File: config.mk
export PLATFORM = sky130hd
export DESIGN_NAME = clause_table_loader
export DESIGN_NICKNAME = d
export VERILOG_FILES = /design/src/rtl/clause_table_loader.sv
export SDC_FILE = /design/constraint.sdc
export NUM_CORES = 2
export LEC_CHECK = 0
export CELL_PAD_IN_SITES_DETAIL_PLACEMENT = 1
export CELL_PAD_IN_SITES_GLOBAL_PLACEMENT = 1
export CORE_MARGIN = 1
export CORE_UTILIZATION = 40
export DETAILED_ROUTE_END_ITERATION = 10
export GPL_TIMING_DRIVEN = 1
export PLACE_DENSITY = 0.7
export SYNTH_ARGS = -nofsm -noshare
export SYNTH_HDL_FRONTEND = slang
export SYNTH_SLANG_ARGS = --single-unit
File: constraint.sdc
create_clock -name clk -period 44.6 [get_ports clk]
set_clock_uncertainty 0.05 [all_clocks]
set_input_delay 8.92 -clock clk [delete_from_list [all_inputs] [get_ports clk]]
set_output_delay 8.92 -clock clk [all_outputs]
set_load 0.005 [all_outputs]
File: src/rtl/clause_table_loader.sv
`timescale 1ns/1ps
// clause_table_loader
// Packs a host literal stream into clause-table rows and writes each
// row once, at row addresses 0, 1, 2, ... in order.
//
// Ports
//   clk, rst      rising-edge clock, asynchronous active-high reset
//   start         begin a load (sampled only while idle)
//   rows_total    number of rows to load, captured with an accepted start
//   lit_valid     literal beat offered by the host
//   lit_ready     loader takes a beat (only while filling a row)
//   lit_data      {variable address, negation} literal
//   lit_last      closes the current row early; unused slots stay zero
//   we            table write enable, one cycle per row
//   waddr         table row address (held between writes)
//   wdata         packed row, slot 0 in the LSBs (held between writes)
//   busy          high whenever a load is in progress
//   done          one-cycle pulse when the last row has been written
//   error         sticky: rows_total exceeded the table depth
module clause_table_loader #(
  parameter int CLAUSE_COUNT           = 20,
  parameter int DEPTH                  = 2048,
  parameter int VARIABLE_ADDRESS_WIDTH = 11,
  parameter int NSAT                   = 3,
  localparam int LIT_W = VARIABLE_ADDRESS_WIDTH + 1,
  localparam int SLOTS = (NSAT - 1) * CLAUSE_COUNT,
  localparam int WIDTH = LIT_W * SLOTS
) (
  input  logic                              clk,
  input  logic                              rst,
  input  logic                              start,
  input  logic [VARIABLE_ADDRESS_WIDTH:0]   rows_total,
  input  logic                              lit_valid,
  output logic                              lit_ready,
  input  logic [LIT_W-1:0]                  lit_data,
  input  logic                              lit_last,
  output logic                              we,
  output logic [VARIABLE_ADDRESS_WIDTH-1:0] waddr,
  output logic [WIDTH-1:0]                  wdata,
  output logic                              busy,
  output logic                              done,
  output logic                              error
);

  localparam int RW     = VARIABLE_ADDRESS_WIDTH + 1;
  localparam int SLOT_W = (SLOTS > 1) ? $clog2(SLOTS) : 1;

  localparam logic [RW-1:0]     DEPTH_R   = RW'(DEPTH);
  localparam logic [SLOT_W-1:0] SLOT_LAST = SLOT_W'(SLOTS - 1);

  localparam logic [1:0] S_IDLE  = 2'd0;
  localparam logic [1:0] S_FILL  = 2'd1;
  localparam logic [1:0] S_WRITE = 2'd2;
  localparam logic [1:0] S_DONE  = 2'd3;

  logic [1:0]        state;
  logic [RW-1:0]     row;
  logic [RW-1:0]     rows_q;
  logic [SLOT_W-1:0] slot;
  logic [WIDTH-1:0]  buffer;
  logic [WIDTH-1:0]  buf_next;

  // Every handshake and write strobe is decoded from state alone, so none
  // of them has a combinational path from the inputs.
  assign lit_ready = (state == S_FILL);
  assign we        = (state == S_WRITE);
  assign busy      = (state != S_IDLE);
  assign done      = (state == S_DONE);

  // Row contents including the beat being accepted this cycle; this is what
  // gets registered into wdata when the beat closes the row.
  always_comb begin
    buf_next = buffer;
    buf_next[int'(slot) * LIT_W +: LIT_W] = lit_data;
  end

  always_ff @(posedge clk or posedge rst) begin
    if (rst) begin
      state  <= S_IDLE;
      row    <= '0;
      rows_q <= '0;
      slot   <= '0;
      buffer <= '0;
      waddr  <= '0;
      wdata  <= '0;
      error  <= 1'b0;
    end else begin
      case (state)
        S_IDLE: begin
          if (start) begin
            if (rows_total == '0) begin
              error <= 1'b0;
              state <= S_DONE;
            end else if (rows_total > DEPTH_R) begin
              error <= 1'b1;
            end else begin
              error  <= 1'b0;
              rows_q <= rows_total;
              row    <= '0;
              slot   <= '0;
              buffer <= '0;
              state  <= S_FILL;
            end
          end
        end
        S_FILL: begin
          if (lit_valid) begin
            buffer <= buf_next;
            slot   <= slot + SLOT_W'(1);
            // A last beat that also fills the final slot closes the row once.
            if (lit_last || (slot == SLOT_LAST)) begin
              wdata <= buf_next;
              waddr <= row[VARIABLE_ADDRESS_WIDTH-1:0];
              state <= S_WRITE;
            end
          end
        end
        S_WRITE: begin
          if (row == rows_q - RW'(1)) begin
            state <= S_DONE;
          end else begin
            row    <= row + RW'(1);
            slot   <= '0;
            buffer <= '0;
            state  <= S_FILL;
          end
        end
        S_DONE: begin
          state <= S_IDLE;
        end
        default: begin
          state <= S_IDLE;
        end
      endcase
    end
  end

endmodule

## After elaboration in Yosys (flattened, before gate mapping)

Cells that the tools add are included.

- Register bits after elaboration: 1004
- Latch bits: 0
- Memory bits (writable): 0
- Bits in read-only memories: 0
- Output and inout bits: 496
- Logic and storage cells: 69
- Memories: 0

- Add/sub/neg operators: 4
- $mul: 1
- Div/mod/pow operators: 0
- Magnitude comparators: 1
- Equal/unequal tests: 12
- Shift-type cells: 2
- Multiplexer cells: 27
- Bitwise logic cells: 2
- Reductions and logical operators: 12

Operators with widths:

| kind | count |
|---|---|
| $mux W480 | 5 |
| $pmux W480 S3 | 1 |
| $bwmux W480 | 1 |
| $shift A12 B33 Y480 const A | 1 |
| $shiftx A12 B33 Y480 | 1 |
| $mux W12 | 4 |
| $neg A10 Y33 | 1 |
| $mux W6 | 5 |
| $pmux W12 S2 | 1 |
| $pmux W6 S3 | 1 |
| $add A12 B1 Y12 const B | 1 |
| $eq A12 B12 Y1 | 1 |
| $gt A12 B12 Y1 const B | 1 |
| $logic_not A12 Y1 | 1 |
| $mux W2 | 6 |
| $sub A12 B1 Y12 const B | 1 |
| $ne A2 B2 Y1 const B | 5 |
| $mul A6 B2 Y8 const B | 1 |
| $pmux W2 S4 | 1 |
| $reduce_and A4 Y1 | 2 |
| $add A6 B1 Y6 const B | 1 |
| $eq A6 B6 Y1 const B | 1 |
| $reduce_and A6 Y1 | 1 |
| $reduce_and A5 Y1 | 1 |
| 12 further kinds | 16 |

## Depth between registers and ports, before layout

- Word-level depth: 6
- Gate-level depth with buffers: 17
- Depth with buffers taken out: 13

## Worst setup path after synthesis

No wires, ideal clock.

- Path kind: input -> register
- Start point: in rows_total[3]
- End point: reg buffer[10]
- Arrival: 10.910 ns
- Data required time: 44.429 ns
- Setup slack: 33.519 ns
- Stages: 10
- Buffers on the path: 2
- Path through: nor4_1 a31o_2 a31oi_1 nor2_1 nor2_1 nor2_1 clkbuf_1 clkbuf_1 o21ai_0 a22o_1

- Longest elaborated chain between the ends: 3
- Elaborated cells between the ends (all ways): 5

RTL lines:

| item | RTL line | RTL |
|---|---|---|
| start, declared | 32 | `input logic [VARIABLE_ADDRESS_WIDTH:0] rows_total,` |
| $gt A12 B12 Y1 or $logic_not A12 Y1 (tied branches) | 94, 91 |  |
| $ne A2 B2 Y1 (no source line) | -- |  |
| $reduce_and A6 Y1 (no source line) * | -- |  |
| end signal, assigned | 108 | `buffer <= buf_next;` |
| end, declared | 60 | `logic [WIDTH-1:0] buffer;` |

Every way passes the cells marked *; elsewhere a longest branch is shown, timed or not.
A chain may end at the register's enable or synchronous reset.

## Worst setup path in the final report

- Start point: in rows_total[1]
- End point: reg buffer[433]

The elaborated chain is that of the path after synthesis.

==> summary.txt <==
GRT
  – Grt ovf: 0
  – First-pass GRT wire length: 273 mm
  – GRT Total Usage: 31.4%
  – Vias in the first global route: 40.3k
  – Pin count of the biggest net entering global routing: 216
  – Initial antenna violation count: 1

Logic synthesis
  – Seq/Total Area, Yosys: 55.1%
  – Synthesized cell area: 45,600 sq um
  – Synth area leader: dfrtp_1
  – Seq cells post-synth: 1,004
  – Post-synth cell types: 77
  – Yosys top cell area share: 55.1%
  – Yosys warnings: 0
  – Async S/R FF share, synth: 100%
  – Average size of a mapped cell: 10.4 sq um
  – Post-Syn Instances: 4,369
  – Synthesized net count: 4,411
  – Ys flop type: dfrtp_1
  – Number of synthesized flops with an enable pin: 0
  – Top cells by area, synth: dfrtp_1, mux2i_1, nand2_1

Detailed routing
  – Wire per inst: 28.6 microns
  – DRC Markers: 0
  – Antenna Nets Post-Route: 0
  – Vias per inst: 6.06
  – Initial DRC Count: 2,868
  – Drt first pass iters: 5
  – Vias: 38.8k
  – Routed WL: 183 mm

STA
  – Least-Margin Pin Slew: 1330 ps
  – Hold Fails Final Rpt: 0
  – Final setup viols: 0
  – Post-Route Setup TNS: 0 ps
  – Fin crit period: 12,640 ps
  – WHS: 423 ps
  – FMAX: 0.0791 GHz
  – Final-report max-slew violation count: 0
  – Rel. slew slack: 11.0%
  – Final period utilization: 28.3%
  – RSZ-0062 raised after global routing: false

Floorplanning
  – DIE HEIGHT: 340 microns
  – Num rows: 123
  – Die width: 340 microns
  – Starting density of the core: 40.4%
  – Die ar.: 115,000 sq um
  – Core area: 113,000 sq um
  – Ports: 525

Pwr
  – Peak supply drop: 40.1 uV
  – Pleak: 0.0231 uW
  – Power density over the cells: 58.8 nW/um^2
  – Overall power: 3310 uW

Layout
  – Fill count: 12.1k
  – Synth-to-layout area growth: 23.5%
  – Most frequent cells in the layout: dfrtp_1, nand2_1, clkdlybuf4s50_1, o21ai_0, nor2_1
  – Nets: 4,856
  – Cell area after layout: 56,300 sq um
  – Share of layout cells above drive strength 1: 7.91%
  – Most common cell after layout, fill and taps aside: dfrtp_1

Clock network
  – Clk root buf: clkbuf_16
  – Cts bufs inserted: 109
  – Register clock-pin slew on the reported worst setup and hold paths: 60 ps
  – Post_cts resized: 0
  – H-tree Lvls: 3
  – Max Root-Sink Buffers: 3
  – Clock net sink count: 1,004
  – CTS tree: done
  – Clk_lat worst skew: 720 ps
  – Setup bufs post-CTS: 0
  – Hold Buf Count CTS: 0

Worst setup path
  – Worst Path Arrival: 13,190 ps
  – Critical path fanouts, max: 65
  – Critical path data required time: 45,150 ps
  – Crit start category: primary input
  – Critical path capture point type: register
  – Kind of critical path: primary input to register

Place
  – Gpl congestion: 0.911
  – Input/output buffers: 524
  – Post-DP HPWL: 126 mm
  – Area after DPL: 52,600 sq um

Outcome
  – Outcome: completed

Job
  – Max cap viols: 0

Hold path
  – Hold Path Class: register to register
path summary, 6_finish.rpt:
kind | to | slack [ps] | depth (start not counted) | from
setup reg to reg | buffer[442]$_DFFE_PP0P_ | 38370 | 11 | slot[2]$_DFFE_PP0P_
hold reg to reg | waddr[5]$_DFFE_PP0P_ | 420 | 2 | waddr[5]$_DFFE_PP0P_
min in group asynchronous | rows_q[11]$_DFFE_PP0P_ | 8710 | 2 | rst
hold / removal | waddr[5]$_DFFE_PP0P_ | 420 | 2 | waddr[5]$_DFFE_PP0P_
setup / recovery | buffer[433]$_DFFE_PP0P_ | 31960 | 11 | rows_total[1]
max in group asynchronous | buffer[122]$_DFFE_PP0P_ | 32540 | 5 | rst
per-layer routing:
layer	global-route usage, %	part of all wire, %	up-vias
li1	-	-	16945
met1	42.5	43	20242
met2	49.9	47	1338
met3	5.75	6.5	322
met4	12.4	4.2	2
met5	0	0.0071	-
cells in the mapped netlist, types with 17 or more instances:
master     number
dfrtp_1      1004
nand2_1       611
o21ai_0       424
nor2_1        355
mux2i_1       306
clkbuf_1      242
o2bb2ai_1     184
a21oi_1       171
a22o_1        154
a32o_1        137
a221o_1       114
and3_1         75
nor3_1         72
nand3_1        52
nor2_2         44
and2_1         34
o21ai_1        25
nand4_1        23
o22ai_1        23
buf_1          22
inv_1          19
buf_2          17
xnor2_1        17
worst max-delay path: stages:
cell and delay [ps]:
clkdlybuf4s50_1 440, nor4_1 370, a31o_2 300, a31oi_1 120, nor2_1 250, nor2_1 160, nor2_4 120, buf_4 640
buf_4 940, o21ai_0 470, a22o_1 360
kinds of logic after synthesis:
family / share of synthesized area, %
and+or+nand+nor: 12.9
muxes: 6.86
buffers and inverters: 2.56
xor gates and xnor gates: 0.653
adders and majority gates: 0.373
DFF: 55.1
AOI/OAI and AO/OA: 21.6
flip-flops by register name, summed over array words and instances, names as in the netlist:
name,cells
buffer,480
error,1
rows_q,12
wdata,480
waddr,11
row,12
slot,6
state,2
final cells by class:
type | instances | area [sq um] | share of cell area, %
flip-flops and latches | 1004 | 25100 | 44.6
multi-input cells | 3062 | 19600 | 34.7
repair buffers | 617 | 5980 | 10.6
clock buffers | 158 | 3200 | 5.69
well taps | 1500 | 1880 | 3.33
clock inverters | 43 | 508 | 0.902
inverters | 20 | 82.6 | 0.147
diodes | 2 | 5.00 | 0.00888
through the flow:
| stage | util, % | instances | setup WS, ps |
|---|---|---|---|
| final | 49.9 | 6406 | 31960 |
| after CTS | 49.9 | 6404 | 32070 |
| after global routing | 49.9 | 6404 | 31760 |
| after detailed placement | 46.7 | 6203 | 31330 |
| after global placement | 46.7 | 6203 | 31360 |
| after floorplan | - | 4369 | 7380 |
where the power goes:
| group | leakage (uW) | internal [uW] | total, uW | switching, uW |
|---|---|---|---|---|
| Sequential | 0.0138 | 978 | 1040 | 65.6 |
| Clock | 0.00183 | 545 | 944 | 398 |
| Combinational | 0.00741 | 335 | 1330 | 991 |
Note: power is estimated with default switching activity, not from simulation.
